--- src/rtl/ex_muldiv_pkg.sv ---
// Shared constants, opcode map and state encoding for the iterative M-extension unit.
// The M opcodes are contiguous so decode is a simple range check.
package ex_muldiv_pkg;

    localparam int DW    = 32;
    localparam int OPW   = 5;
    localparam int CNT_W = 5;

    localparam logic [OPW-1:0] ALU_MUL    = 5'd10;
    localparam logic [OPW-1:0] ALU_MULH   = 5'd11;
    localparam logic [OPW-1:0] ALU_MULHSU = 5'd12;
    localparam logic [OPW-1:0] ALU_MULHU  = 5'd13;
    localparam logic [OPW-1:0] ALU_DIV    = 5'd14;
    localparam logic [OPW-1:0] ALU_DIVU   = 5'd15;
    localparam logic [OPW-1:0] ALU_REM    = 5'd16;
    localparam logic [OPW-1:0] ALU_REMU   = 5'd17;

    localparam logic [DW-1:0] MD_DIVZERO_Q = 32'hFFFF_FFFF;
    localparam logic [DW-1:0] MD_INT_MIN   = 32'h8000_0000;

    typedef enum logic [2:0] {
        MD_IDLE = 3'd0,
        MD_CALC = 3'd1,
        MD_FIX  = 3'd2,
        MD_FAST = 3'd3,
        MD_DONE = 3'd4
    } md_state_e;

    function automatic logic is_mop(input logic [OPW-1:0] op);
        return (op >= ALU_MUL) && (op <= ALU_REMU);
    endfunction

    function automatic logic is_div(input logic [OPW-1:0] op);
        return (op >= ALU_DIV) && (op <= ALU_REMU);
    endfunction

endpackage

--- src/rtl/ex_muldiv_sign_fix.sv ---
// Turns the magnitude-domain engine result into the signed RV32 result and
// selects the half (product low/high, quotient, remainder) the opcode asks for.
module ex_muldiv_sign_fix
    import ex_muldiv_pkg::*;
(
    input  logic [OPW-1:0] op,
    input  logic [DW-1:0]  hi,
    input  logic [DW-1:0]  lo,
    input  logic           neg_a,
    input  logic           neg_b,
    output logic [DW-1:0]  result
);

    logic [2*DW-1:0] prod;

    always_comb begin
        prod = (neg_a ^ neg_b) ? -{hi, lo} : {hi, lo};
        case (op)
            ALU_MUL:                          result = prod[DW-1:0];
            ALU_MULH, ALU_MULHSU, ALU_MULHU:  result = prod[2*DW-1:DW];
            ALU_DIV, ALU_DIVU:                result = (neg_a ^ neg_b) ? -lo : lo;
            // Remainder follows the dividend's sign.
            ALU_REM, ALU_REMU:                result = neg_a ? -hi : hi;
            default:                          result = '0;
        endcase
    end

endmodule

--- src/rtl/ex_muldiv.sv ---
// Iterative RV32 M unit: 1-bit/cycle shift-add multiply and restoring divide on
// operand magnitudes, with special cases resolved at accept. Stalls the pipe while busy.
module ex_muldiv
    import ex_muldiv_pkg::*;
(
    input  logic           clk,
    input  logic           rst_n,
    input  logic [OPW-1:0] md_op,
    input  logic [DW-1:0]  md_s1,
    input  logic [DW-1:0]  md_s2,
    input  logic           md_flush,
    output logic           md_stall,
    output logic           md_valid,
    output logic [DW-1:0]  md_result,
    output logic           md_busy,
    output logic [2:0]     md_dbg_state
);

    md_state_e        state_q, state_d;
    logic [CNT_W-1:0] cnt_q, cnt_d;
    logic [OPW-1:0]   op_q, op_d;
    logic [DW-1:0]    b_q, b_d, hi_q, hi_d, lo_q, lo_d, res_q, res_d, result_q, result_d;
    logic             neg_a_q, neg_a_d, neg_b_q, neg_b_d;
    logic             valid_q, valid_d, busy_q, busy_d;

    logic             req, signed_a, signed_b, in_neg_a, in_neg_b, div_ge;
    logic [DW-1:0]    mag_a, mag_b, fix_result;
    logic [DW:0]      mul_sum, div_shift;

    assign req      = is_mop(md_op) && !md_flush;
    assign signed_a = md_op inside {ALU_MUL, ALU_MULH, ALU_MULHSU, ALU_DIV, ALU_REM};
    assign signed_b = md_op inside {ALU_MUL, ALU_MULH, ALU_DIV, ALU_REM};
    assign in_neg_a = signed_a && md_s1[DW-1];
    assign in_neg_b = signed_b && md_s2[DW-1];
    assign mag_a    = in_neg_a ? -md_s1 : md_s1;
    assign mag_b    = in_neg_b ? -md_s2 : md_s2;

    // One engine step: multiply adds into hi and shifts right; divide shifts
    // the dividend bit into the partial remainder and subtracts if it fits.
    assign mul_sum   = {1'b0, hi_q} + (lo_q[0] ? {1'b0, b_q} : '0);
    assign div_shift = {hi_q, lo_q[DW-1]};
    assign div_ge    = div_shift >= {1'b0, b_q};

    ex_muldiv_sign_fix u_sign_fix (
        .op     (op_q),
        .hi     (hi_q),
        .lo     (lo_q),
        .neg_a  (neg_a_q),
        .neg_b  (neg_b_q),
        .result (fix_result)
    );

    always_comb begin
        state_d  = state_q;
        cnt_d    = cnt_q;
        op_d     = op_q;
        b_d      = b_q;
        hi_d     = hi_q;
        lo_d     = lo_q;
        neg_a_d  = neg_a_q;
        neg_b_d  = neg_b_q;
        res_d    = res_q;
        valid_d  = 1'b0;
        result_d = '0;
        case (state_q)
            MD_IDLE: begin
                if (req) begin
                    op_d    = md_op;
                    neg_a_d = in_neg_a;
                    neg_b_d = in_neg_b;
                    b_d     = mag_b;
                    lo_d    = mag_a;
                    hi_d    = '0;
                    cnt_d   = CNT_W'(DW - 1);
                    if (is_div(md_op) && md_s2 == '0) begin
                        res_d   = (md_op inside {ALU_REM, ALU_REMU}) ? md_s1 : MD_DIVZERO_Q;
                        state_d = MD_FAST;
                    end else if ((md_op inside {ALU_DIV, ALU_REM}) &&
                                 md_s1 == MD_INT_MIN && md_s2 == '1) begin
                        res_d   = (md_op == ALU_REM) ? '0 : MD_INT_MIN;
                        state_d = MD_FAST;
                    end else begin
                        state_d = MD_CALC;
                    end
                end
            end
            MD_CALC: begin
                if (md_flush) begin
                    state_d = MD_IDLE;
                end else begin
                    if (is_div(op_q)) begin
                        hi_d = div_ge ? (div_shift[DW-1:0] - b_q) : div_shift[DW-1:0];
                        lo_d = {lo_q[DW-2:0], div_ge};
                    end else begin
                        hi_d = mul_sum[DW:1];
                        lo_d = {mul_sum[0], lo_q[DW-1:1]};
                    end
                    // Counter parks at zero on exit so it never starts a second pass.
                    cnt_d = (cnt_q == '0) ? '0 : cnt_q - 1'b1;
                    if (cnt_q == '0) state_d = MD_FIX;
                end
            end
            MD_FIX: begin
                if (md_flush) begin
                    state_d = MD_IDLE;
                end else begin
                    res_d   = fix_result;
                    state_d = MD_DONE;
                end
            end
            MD_FAST: begin
                state_d = md_flush ? MD_IDLE : MD_DONE;
            end
            MD_DONE: begin
                valid_d  = 1'b1;
                result_d = res_q;
                state_d  = MD_IDLE;
            end
            default: state_d = MD_IDLE;
        endcase
        busy_d = (state_d != MD_IDLE);
    end

    always_ff @(posedge clk or negedge rst_n) begin
        if (!rst_n) begin
            state_q  <= MD_IDLE;
            cnt_q    <= '0;
            op_q     <= '0;
            b_q      <= '0;
            hi_q     <= '0;
            lo_q     <= '0;
            neg_a_q  <= 1'b0;
            neg_b_q  <= 1'b0;
            res_q    <= '0;
            valid_q  <= 1'b0;
            result_q <= '0;
            busy_q   <= 1'b0;
        end else begin
            state_q  <= state_d;
            cnt_q    <= cnt_d;
            op_q     <= op_d;
            b_q      <= b_d;
            hi_q     <= hi_d;
            lo_q     <= lo_d;
            neg_a_q  <= neg_a_d;
            neg_b_q  <= neg_b_d;
            res_q    <= res_d;
            valid_q  <= valid_d;
            result_q <= result_d;
            busy_q   <= busy_d;
        end
    end

    // Stall is forced low while reset is asserted so every output reads idle.
    assign md_stall     = rst_n && ((state_q == MD_IDLE && req) ||
                                    (state_q inside {MD_CALC, MD_FIX, MD_FAST}));
    assign md_valid     = valid_q;
    assign md_result    = result_q;
    assign md_busy      = busy_q;
    assign md_dbg_state = state_q;

endmodule

--- config.mk ---
export PLATFORM = sky130hd
export DESIGN_NAME = ex_muldiv
export DESIGN_NICKNAME = d
export VERILOG_FILES = /design/src/rtl/ex_muldiv_pkg.sv /design/src/rtl/ex_muldiv_sign_fix.sv /design/src/rtl/ex_muldiv.sv
export SDC_FILE = /design/constraint.sdc
export NUM_CORES = 1
export LEC_CHECK = 0
export ABC_CLOCK_PERIOD_IN_PS = 6450
export CORE_MARGIN = 3
export CORE_UTILIZATION = 65
export CTS_BUF_LIST = sky130_fd_sc_hd__clkbuf_16
export DETAILED_ROUTE_END_ITERATION = 10
export PLACE_DENSITY = 0.86
export SETUP_SLACK_MARGIN = 0.2
export SYNTH_ARGS = -nofsm -noshare
export SYNTH_HDL_FRONTEND = slang
export SYNTH_HIERARCHICAL = 1
export SYNTH_SLANG_ARGS = --single-unit
export TNS_END_PERCENT = 10
--- constraint.sdc ---
create_clock -name clk -period 6.45 [get_ports clk]
set_input_delay 1.29 -clock clk [delete_from_list [all_inputs] [get_ports clk]]
set_output_delay 1.29 -clock clk [all_outputs]
set_load 0.05 [all_outputs]
# [After elaboration in Yosys (flattened, before gate mapping)]
# Cells that the tools add are included.
[word_totals] out_inout_bits=38 in_bits=72 wordCells=118 register_bits=177
[op_classes] n_eq_ne=24 bitwise_logic=1 n_reduce_logical=31 n_lt_le_gt_ge=6 addsub=8 n_mux=36
[op_table] cell="$mux W32" count=19
[op_table] cell="$pmux W32 S2" count=3
[op_table] cell="$neg A32 Y32" count=4
[op_table] cell="$pmux W32 S4" count=1
[op_table] cell="$eq A32 B32 Y1 const B" count=2
[op_table] cell="$mux W64" count=1
[op_table] cell="$neg A64 Y64" count=1
[op_table] cell="$eq A5 B4 Y1 const B" count=10
[op_table] cell="$add A32 B32 Y33" count=1
[op_table] cell="$ge A33 B32 Y1" count=1
[op_table] cell="$logic_not A32 Y1" count=1
[op_table] cell="$sub A32 B32 Y32" count=1
[op_table] cell="$eq A5 B5 Y1 const B" count=4
[op_table] cell="$ge A5 B4 Y1 const B" count=3
[op_table] cell="$mux W5" count=3
[op_table] cell="$mux W3" count=4
[op_table] cell="$logic_and A1 B1 Y1" count=11
[op_table] cell="$le A5 B5 Y1 const B" count=2
[op_table] cell="$pmux W5 S2" count=1
[op_table] cell="$pmux W3 S3" count=1
[op_table] cell="$reduce_bool A2 Y1" count=4
[op_table] cell="$eq A3 B2 Y1 const B" count=2
[op_table] cell="$ne A2 B2 Y1 const B" count=3
[op_table] cell="$reduce_bool A3 Y1" count=2
[op_table] cell="other kinds (18)" count=21

# [Depth between registers and ports, before layout]
# Gate-level depths: netlist of the first run.
[logic_depth] ltp_word=9 depth_mapped=14 ltp_nobuf=13

# [Modules after synthesis]
# The synthesis of the first run kept the hierarchy.
[by_module_without_submodules] module="ex_muldiv" cells_per_inst=1603 area_each_um2=13018.7 n_inst=1
[by_module_without_submodules] module="ex_muldiv_sign_fix" cells_per_inst=464 area_each_um2=2891.5 n_inst=1

# [Worst setup path after synthesis of the first run]
# No wires, ideal clock.
[synth_timing] path_kind="input to output" from="in md_op[3]" to="out md_stall" slack_ns=2.027 cell_stages=5 t_arrival_ns=3.133 cell_sequence="nor3_1 -> nand2_1 -> a21oi_1 -> nor3_1 -> nor3b_1"
[synth_via] elab_chain_cells=6 word_cells_on_any_way=7
[synth_lines] element="start, declared" line_no="ex_muldiv.sv:8" rtl="input logic [OPW-1:0] md_op,"
[synth_lines] element="$ge A5 B4 Y1 or $le A5 B5 Y1 (tied branches)" line_no="ex_muldiv_pkg.sv:30" rtl="return (op >= ALU_MUL) && (op <= ALU_REMU);"
[synth_lines] element="$logic_and A1 B1 Y1 (*)" line_no="ex_muldiv_pkg.sv:30"
[synth_lines] element="$logic_and A1 B1 Y1 (*)" line_no="ex_muldiv.sv:30" rtl="assign req = is_mop(md_op) && !md_flush;"
[synth_lines] element="$logic_and A1 B1 Y1 (*)" line_no="ex_muldiv.sv:155" rtl="assign md_stall = rst_n && ((state_q == MD_IDLE && req) ||"
[synth_lines] element="$logic_or A1 B1 Y1 (*)" line_no="ex_muldiv.sv:155"
[synth_lines] element="$logic_and A1 B1 Y1 (*)" line_no="ex_muldiv.sv:155"
[synth_lines] element="end, declared" line_no="ex_muldiv.sv:12" rtl="output logic md_stall,"
# Every way passes the cells marked *; elsewhere a longest branch is shown, timed or not.

# [Worst setup path after layout of the first run]
[layout_timing] from="in md_op[1]" to="out md_stall"
# The elaborated chain is that of the path after synthesis.

==> impl_metrics.env, run 1 <==
export IMPL_clock_latency_ns=0.45
export IMPL_clock_sinks=177
export IMPL_cts_htree_levels=4
export IMPL_gp_congestion=1.04
export IMPL_die_height_um=162
export IMPL_grt_pass1_wl_um=83500
export IMPL_clkTransAtPathRegs_ns=0.08
export IMPL_max_freq_ghz=0.198
export IMPL_wire_per_inst_um=22.0
export IMPL_dieArea_sq_mm=0.0264
export IMPL_fin_setup_tns_ns=0
export IMPL_n_antenna_cell=0
export IMPL_synth_area_top_cells="dfrtp_1 (28%), nand2_1 (6.9%), o21ai_0 (5.9%)"
export IMPL_tightest_slew_ns=1.16
export IMPL_reg2reg_depth=11
export IMPL_slew_headroom_pct=22.8
export IMPL_first_pass_iters=8
export IMPL_hold_class="flip-flop to flip-flop"
export IMPL_grt_pass1_vias=15200
export IMPL_post_cts_resized=0
export IMPL_maxCapViolations=0
export IMPL_grt_start_max_net_pins=93
export IMPL_maxSlewViolCount=0
export IMPL_worstPathArrival_ns=3.77
export IMPL_finalHoldViolations=0
export IMPL_crit_start="md_op[1]"
export IMPL_viasPerCell=6.96
export IMPL_setup_violations_final=0
export IMPL_cts_root_buffer="clkbuf_16"
export IMPL_track_usage_pct=39.5
export IMPL_netlist_area_sq_mm=0.0159
export IMPL_initial_utilization_pct=67.0
export IMPL_yosys_top_cells_count="nand2_1 (292), o21ai_0 (186), dfrtp_1 (177), nor2_1 (127), a21oi_1 (120)"
export IMPL_cts_setup_buffers=0
export IMPL_total_power_w=0.00763
export IMPL_worstSetupEndpointType="primary output"
export IMPL_async_flop_share_pct=100
export IMPL_io_buffers=109
export IMPL_synth_seq_area_share_pct=27.8
export IMPL_ant_nets=0
export IMPL_yosysTopAreaCell="dfrtp_1"
export IMPL_syn_inst=2067
export IMPL_die_w_um=162
export IMPL_worstPathMaxFanout=36
export IMPL_fin_crit_ns=5.06
export IMPL_p_per_area_mw_per_mm2=432
export IMPL_timing_rr_end="hi_q[22]"
export IMPL_status="finished clean"
export IMPL_post_synth_top_count_cell="nand2_1"
export IMPL_critPathSlowestCell="clkdlybuf4s50_1"
export IMPL_crit_path_end="md_stall"
export IMPL_synth_edf_count=0
export IMPL_vias=16900
export IMPL_num_rows=56
export IMPL_cts_buffers=17
export IMPL_synth_seq_cells=177
export IMPL_drt_iter0_markers=2316
export IMPL_hold_buffers=0
export IMPL_path_cells="clkdlybuf4s50_1, nor3_1, nand2_1, buf_4, a21oi_1, nor3_1, nor3b_1, clkdlybuf4s50_1"
export IMPL_dp_hpwl_um=38300
export IMPL_required_ns=5.16
export IMPL_synth_ff_type="dfrtp_1"
export IMPL_cp_start_kind="primary input"
export IMPL_yosys_warnings=6
export IMPL_vdd_drop_max_mv=0.335
export IMPL_drive_gt1_share_pct=4.95
export IMPL_core_area_sq_mm=0.0238
export IMPL_max_stage_delay_ns=0.85
export IMPL_yosysTopAreaCellShare_pct=27.8
export IMPL_cp_num_cells=8
export IMPL_cts_tree="built"
export IMPL_synth_nets=2211
export IMPL_reg2reg_from="hi_q[2]"
export IMPL_crit_family="buffers and inverters"
export IMPL_fin_crit_sh_pct=78.4
export IMPL_grt_remaining_overflow=0
export IMPL_p_leak_nw=7.32
export IMPL_io_pins=110
export IMPL_path_class="primary input to primary output"
export IMPL_synth_distinct_cells=94
export IMPL_path_buf_inv=3
export IMPL_drc=0
export IMPL_area_growth_pct=11.0
export IMPL_nNetsFinal=2234
export IMPL_nFillCells=1848
export IMPL_rsz0062_at_grt="false"
export IMPL_r2r_slack_ns=1.84
export IMPL_wirelength_um=53300
export IMPL_avgSynthCellArea_sq_um=7.70
export IMPL_finClkSkew_ns=0.0211
export IMPL_antenna_found_initial=0
export IMPL_clockBufferDepth=2
[cell usage in the layout (no fill, tap or decap), types with 6 or more instances in the layout]
master and instances:
a211o_1 6, or4_1 16, a22oi_1 24, clkbuf_16 17, dfrtp_1 177, a211oi_1 20, nor3_1 54, nand4_1 28
nor2_1 125, ha_1 70, o21ai_0 186, or3_1 13, clkdlybuf4s50_1 108, o41ai_1 15, xnor2_1 85, nor2b_1 17
nand3_1 65, nor4_1 26, mux2i_1 22, o221ai_1 14, o211ai_1 49, o31ai_1 27, and3_1 12, a31oi_1 61
o21bai_1 9, inv_1 62, xor2_1 71, buf_4 21, o22ai_1 13, o21a_1 14, nand2b_1 8, or2_2 11
a21o_1 42, nand3b_1 6, a21oi_1 120, nand4b_1 6, and2_1 69, nand2_1 291
[registers in the layout, summed over array words and instances (netlist names), 3 cells and up]
register      count
b_q              32
hi_q             32
lo_q             32
md_result        32
res_q            32
cnt_q             5
op_q              5
md_dbg_state      3
[layer usage]
| metal | track usage, % | routed length [um] | vias up |
|---|---|---|---|
| li1 | - | - | 7613 |
| met1 | 57.3 | 22300 | 8034 |
| met2 | 59.5 | 23200 | 1072 |
| met3 | 7.71 | 6170 | 145 |
| met4 | 12.7 | 1630 | 0 |
| met5 | 0 | 0 | - |
[power breakdown]
group,internal [W],switching (W)
Sequential,0.00136,0.000712
Clock,0.000555,0.000539
Combinational,0.00175,0.00271
Total,0.00366,0.00396
[cells by family after synthesis]
logic type      share of synthesized area [%]
simple gates                             24.7
compound gates                           26.8
buf+inv                                  4.82
flops                                    27.8
xor+xnor                                 8.64
fa+ha+maj                                5.76
mux                                      1.45
[layout make-up]
type	count	area (sq um)	share of cell area, %
repair buffers	130	1250	7.09
clock inverters	15	168	0.949
flip-flops and latches	177	4430	25.1
clock buffers	17	425	2.41
well taps	319	399	2.26
inverters	62	233	1.32
multi-input cells	1702	10800	60.9
[metrics by stage]
step                utilization [%]  setup WS, ns  cells  hold WS [ns]  cell area, sq um
floorplan                         -          2.03   2067         0.448             15900
global placement               71.9          1.33   2390         0.469             17100
detailed placement             71.9          1.15   2390         0.468             17100
CTS                            74.4          1.39   2422         0.487             17700
global route                   74.4          1.21   2422         0.508             17700
finish                         74.4          1.39   2422         0.488             17700
[how the worst min path moves through the flow]
stage	from	to	slack, ns	depth (start not counted)
3_5_place_dp	res_q[12]	md_result[12]	0.47	1
6_report	res_q[12]	md_result[12]	0.49	1
4_1_cts	res_q[1]	md_result[1]	0.49	1
2_1_floorplan	neg_a_q	neg_a_q	0.45	2
5_1_grt	res_q[3]	md_result[3]	0.51	1
3_3_place_gp	res_q[18]	md_result[18]	0.47	1
No activity file was read; power rests on OpenSTA's default activity.
==> run 2: changes to the inputs <==
--- a/config.mk
+++ b/config.mk
@@ -5,12 +5,12 @@
 export SDC_FILE = /design/constraint.sdc
 export NUM_CORES = 1
 export LEC_CHECK = 0
-export ABC_CLOCK_PERIOD_IN_PS = 6450
+export ABC_CLOCK_PERIOD_IN_PS = 4600
 export CORE_MARGIN = 3
-export CORE_UTILIZATION = 65
+export CORE_UTILIZATION = 55
 export CTS_BUF_LIST = sky130_fd_sc_hd__clkbuf_16
 export DETAILED_ROUTE_END_ITERATION = 10
-export PLACE_DENSITY = 0.86
+export PLACE_DENSITY = 0.77
 export SETUP_SLACK_MARGIN = 0.2
 export SYNTH_ARGS = -nofsm -noshare
 export SYNTH_HDL_FRONTEND = slang
==> constraint.sdc (replaced) <==
create_clock -name clk -period 4.6 [get_ports clk]
set_input_delay 0.92 -clock clk [delete_from_list [all_inputs] [get_ports clk]]
set_output_delay 0.92 -clock clk [all_outputs]
set_load 0.05 [all_outputs]
==> run 2 against run 1 <==
Net effect: global-route usage down 5.0 points; flip-flop and latch count unchanged; utilization down 11 points; combinational power up 46%; clock-buffer cell count unchanged; via count down 2.9%; clock power up 39%; critical path type is now flip-flop to flip-flop; worst hold slack worse by 0.071 ns.
==> impl_metrics.env, run 2 (same netlist as run 1, synthesis figures left out) <==
export IMPL_area_growth_pct=12.7
export IMPL_cts_buffers=17
export IMPL_core_area_sq_mm=0.0282
export IMPL_wire_per_inst_um=21.6
export IMPL_multiInputGateArea_sq_mm=0.0108
export IMPL_antenna_found_initial=0
export IMPL_maxSlewViolCount=0
export IMPL_finClkSkew_ns=0.0137
export IMPL_worstPathArrival_ns=4.23
export IMPL_p_sw_share_pct=51.2
export IMPL_path_class="flip-flop to flip-flop"
export IMPL_slew_headroom_pct=38.7
export IMPL_final_area_sq_mm=0.0179
export IMPL_num_rows=61
export IMPL_clock_latency_ns=0.45
export IMPL_vdd_drop_max_mv=0.344
export IMPL_initial_utilization_pct=56.5
export IMPL_required_ns=4.94
export IMPL_viasPerCell=6.55
export IMPL_max_freq_ghz=0.257
export IMPL_total_power_w=0.0107
export IMPL_fin_crit_ns=3.90
export IMPL_grt_start_max_net_pins=72
export IMPL_whs_ns=0.417
export IMPL_switchingPower_w=0.00550
export IMPL_cts_root_buffer="clkbuf_16"
export IMPL_die_w_um=176
export IMPL_first_pass_iters=7
export IMPL_ant_nets=0
export IMPL_nFillCells=2518
export IMPL_clock_power_share_pct=14.2
export IMPL_wirelength_um=54000
export IMPL_power_frac_seq_pct=25.5
export IMPL_drc=0
export IMPL_grt_pass1_wl_um=85200
export IMPL_dpl_instance_area_sq_mm=0.0173
export IMPL_fin_crit_sh_pct=84.7
export IMPL_clock_sinks=177
export IMPL_clkTransAtPathRegs_ns=0.08
export IMPL_hold_buffers=0
export IMPL_final_common_cell="nand2_1"
export IMPL_post_cts_resized=0
export IMPL_n_antenna_cell=0
export IMPL_rsz0062_at_grt="false"
export IMPL_cp_start_kind="flip-flop"
export IMPL_fin_setup_tns_ns=0
export IMPL_hold_class="primary input to async pin"
export IMPL_drive_gt1_share_pct=5.93
export IMPL_seqCellArea_sq_mm=0.00443
export IMPL_critPathSlowestCell="dfrtp_1"
export IMPL_die_height_um=176
export IMPL_dp_cells=2469
export IMPL_fin_cells=2501
export IMPL_setup_violations_final=0
export IMPL_io_buffers=109
export IMPL_grt_remaining_overflow=0
export IMPL_cts_setup_buffers=0
export IMPL_io_pins=110
export IMPL_finalHoldViolations=0
export IMPL_maxCapViolations=0
export IMPL_vias=16400
export IMPL_clockBufferDepth=2
export IMPL_p_leak_nw=7.43
export IMPL_internal_power_w=0.00524
export IMPL_cts_htree_levels=4
export IMPL_worstPathMaxFanout=21
export IMPL_cts_tree="built"
export IMPL_track_usage_pct=34.5
export IMPL_p_per_area_mw_per_mm2=599
export IMPL_max_stage_delay_ns=0.81
export IMPL_final_cell_mix="nand2_1 (291), o21ai_0 (186), dfrtp_1 (177)"
export IMPL_p_comb_share_pct=60.4
export IMPL_nNetsFinal=2254
export IMPL_dieArea_sq_mm=0.0310
export IMPL_status="finished clean"
export IMPL_path_cells="buf_4, and2_1, ha_1, a211oi_1, o21ai_0, o21ai_0, nand4b_1, a21oi_1, a21oi_1, a311oi_1, nor4_1, a221o_1"
export IMPL_dp_hpwl_um=40100
export IMPL_drt_iter0_markers=1810
export IMPL_worstSetupEndpointType="flip-flop"
export IMPL_tightest_slew_ns=0.917
export IMPL_grt_pass1_vias=15200
export IMPL_gp_congestion=0.971
==> run 2: worst paths after layout <==
| check | startpoint | endpoint | slack [ns] | cells past startpoint |
|---|---|---|---|---|
| setup / recovery | lo_q[0] | hi_q[29] | 0.70 | 12 |
| hold reg to reg | res_q[7] | md_result[7] | 0.48 | 1 |
| max in group asynchronous | rst_n | b_q[11] | 2.89 | 2 |
| min in group clk | res_q[7] | md_result[7] | 0.48 | 1 |
| hold / removal | rst_n | hi_q[12] | 0.42 | 1 |
| setup reg to reg | lo_q[0] | hi_q[29] | 0.70 | 12 |
==> run 2: cell type report <==
cell class / count / share of cell area (%)
clock buffer: 17 / 2.37
clock inverter: 15 / 0.921
inverter: 62 / 1.30
multi-input combinational: 1702 / 60.0
sequential: 177 / 24.7
tap: 378 / 2.64
timing repair buffer: 150 / 8.09
==> run 2: routing by layer <==
layer / wire (um) / global-route usage (%)
met1: 24400 / 52.4
met4: 1140 / 8.74
met5: 0 / 0
met2: 23500 / 51.6
met3: 5040 / 4.60
==> run 2: power groups by stage <==
| stage | clock network, W | registers (W) | logic (W) |
|---|---|---|---|
| after floorplan | 0 | 0.00241 | 0.00468 |
| after global placement | 0 | 0.00272 | 0.00621 |
| after detailed placement | 0 | 0.00273 | 0.00630 |
| after CTS | 0.00154 | 0.00271 | 0.00634 |
| after global routing | 0.00160 | 0.00279 | 0.00707 |
| final | 0.00152 | 0.00274 | 0.00649 |
==> run 2: worst max-delay path: cells and delay by family (launching register included) <==
kind | cells | cell delay (ns)
adder cells (fa/ha/maj) | 1 | 0.30
AO/OA/AOI/OAI | 7 | 1.81
AND/OR/NAND/NOR | 3 | 0.56
buffers and inverters | 1 | 0.31
flip-flops | 1 | 0.81
==> run 2: stage by stage <==
step           setup slack (ns)  utilization [%]
6_report                  0.705             63.7
3_5_place_dp              0.278             61.6
2_1_floorplan             0.917                -
5_1_grt                   0.454             63.7
4_1_cts                   0.739             63.7
3_3_place_gp              0.342             61.6
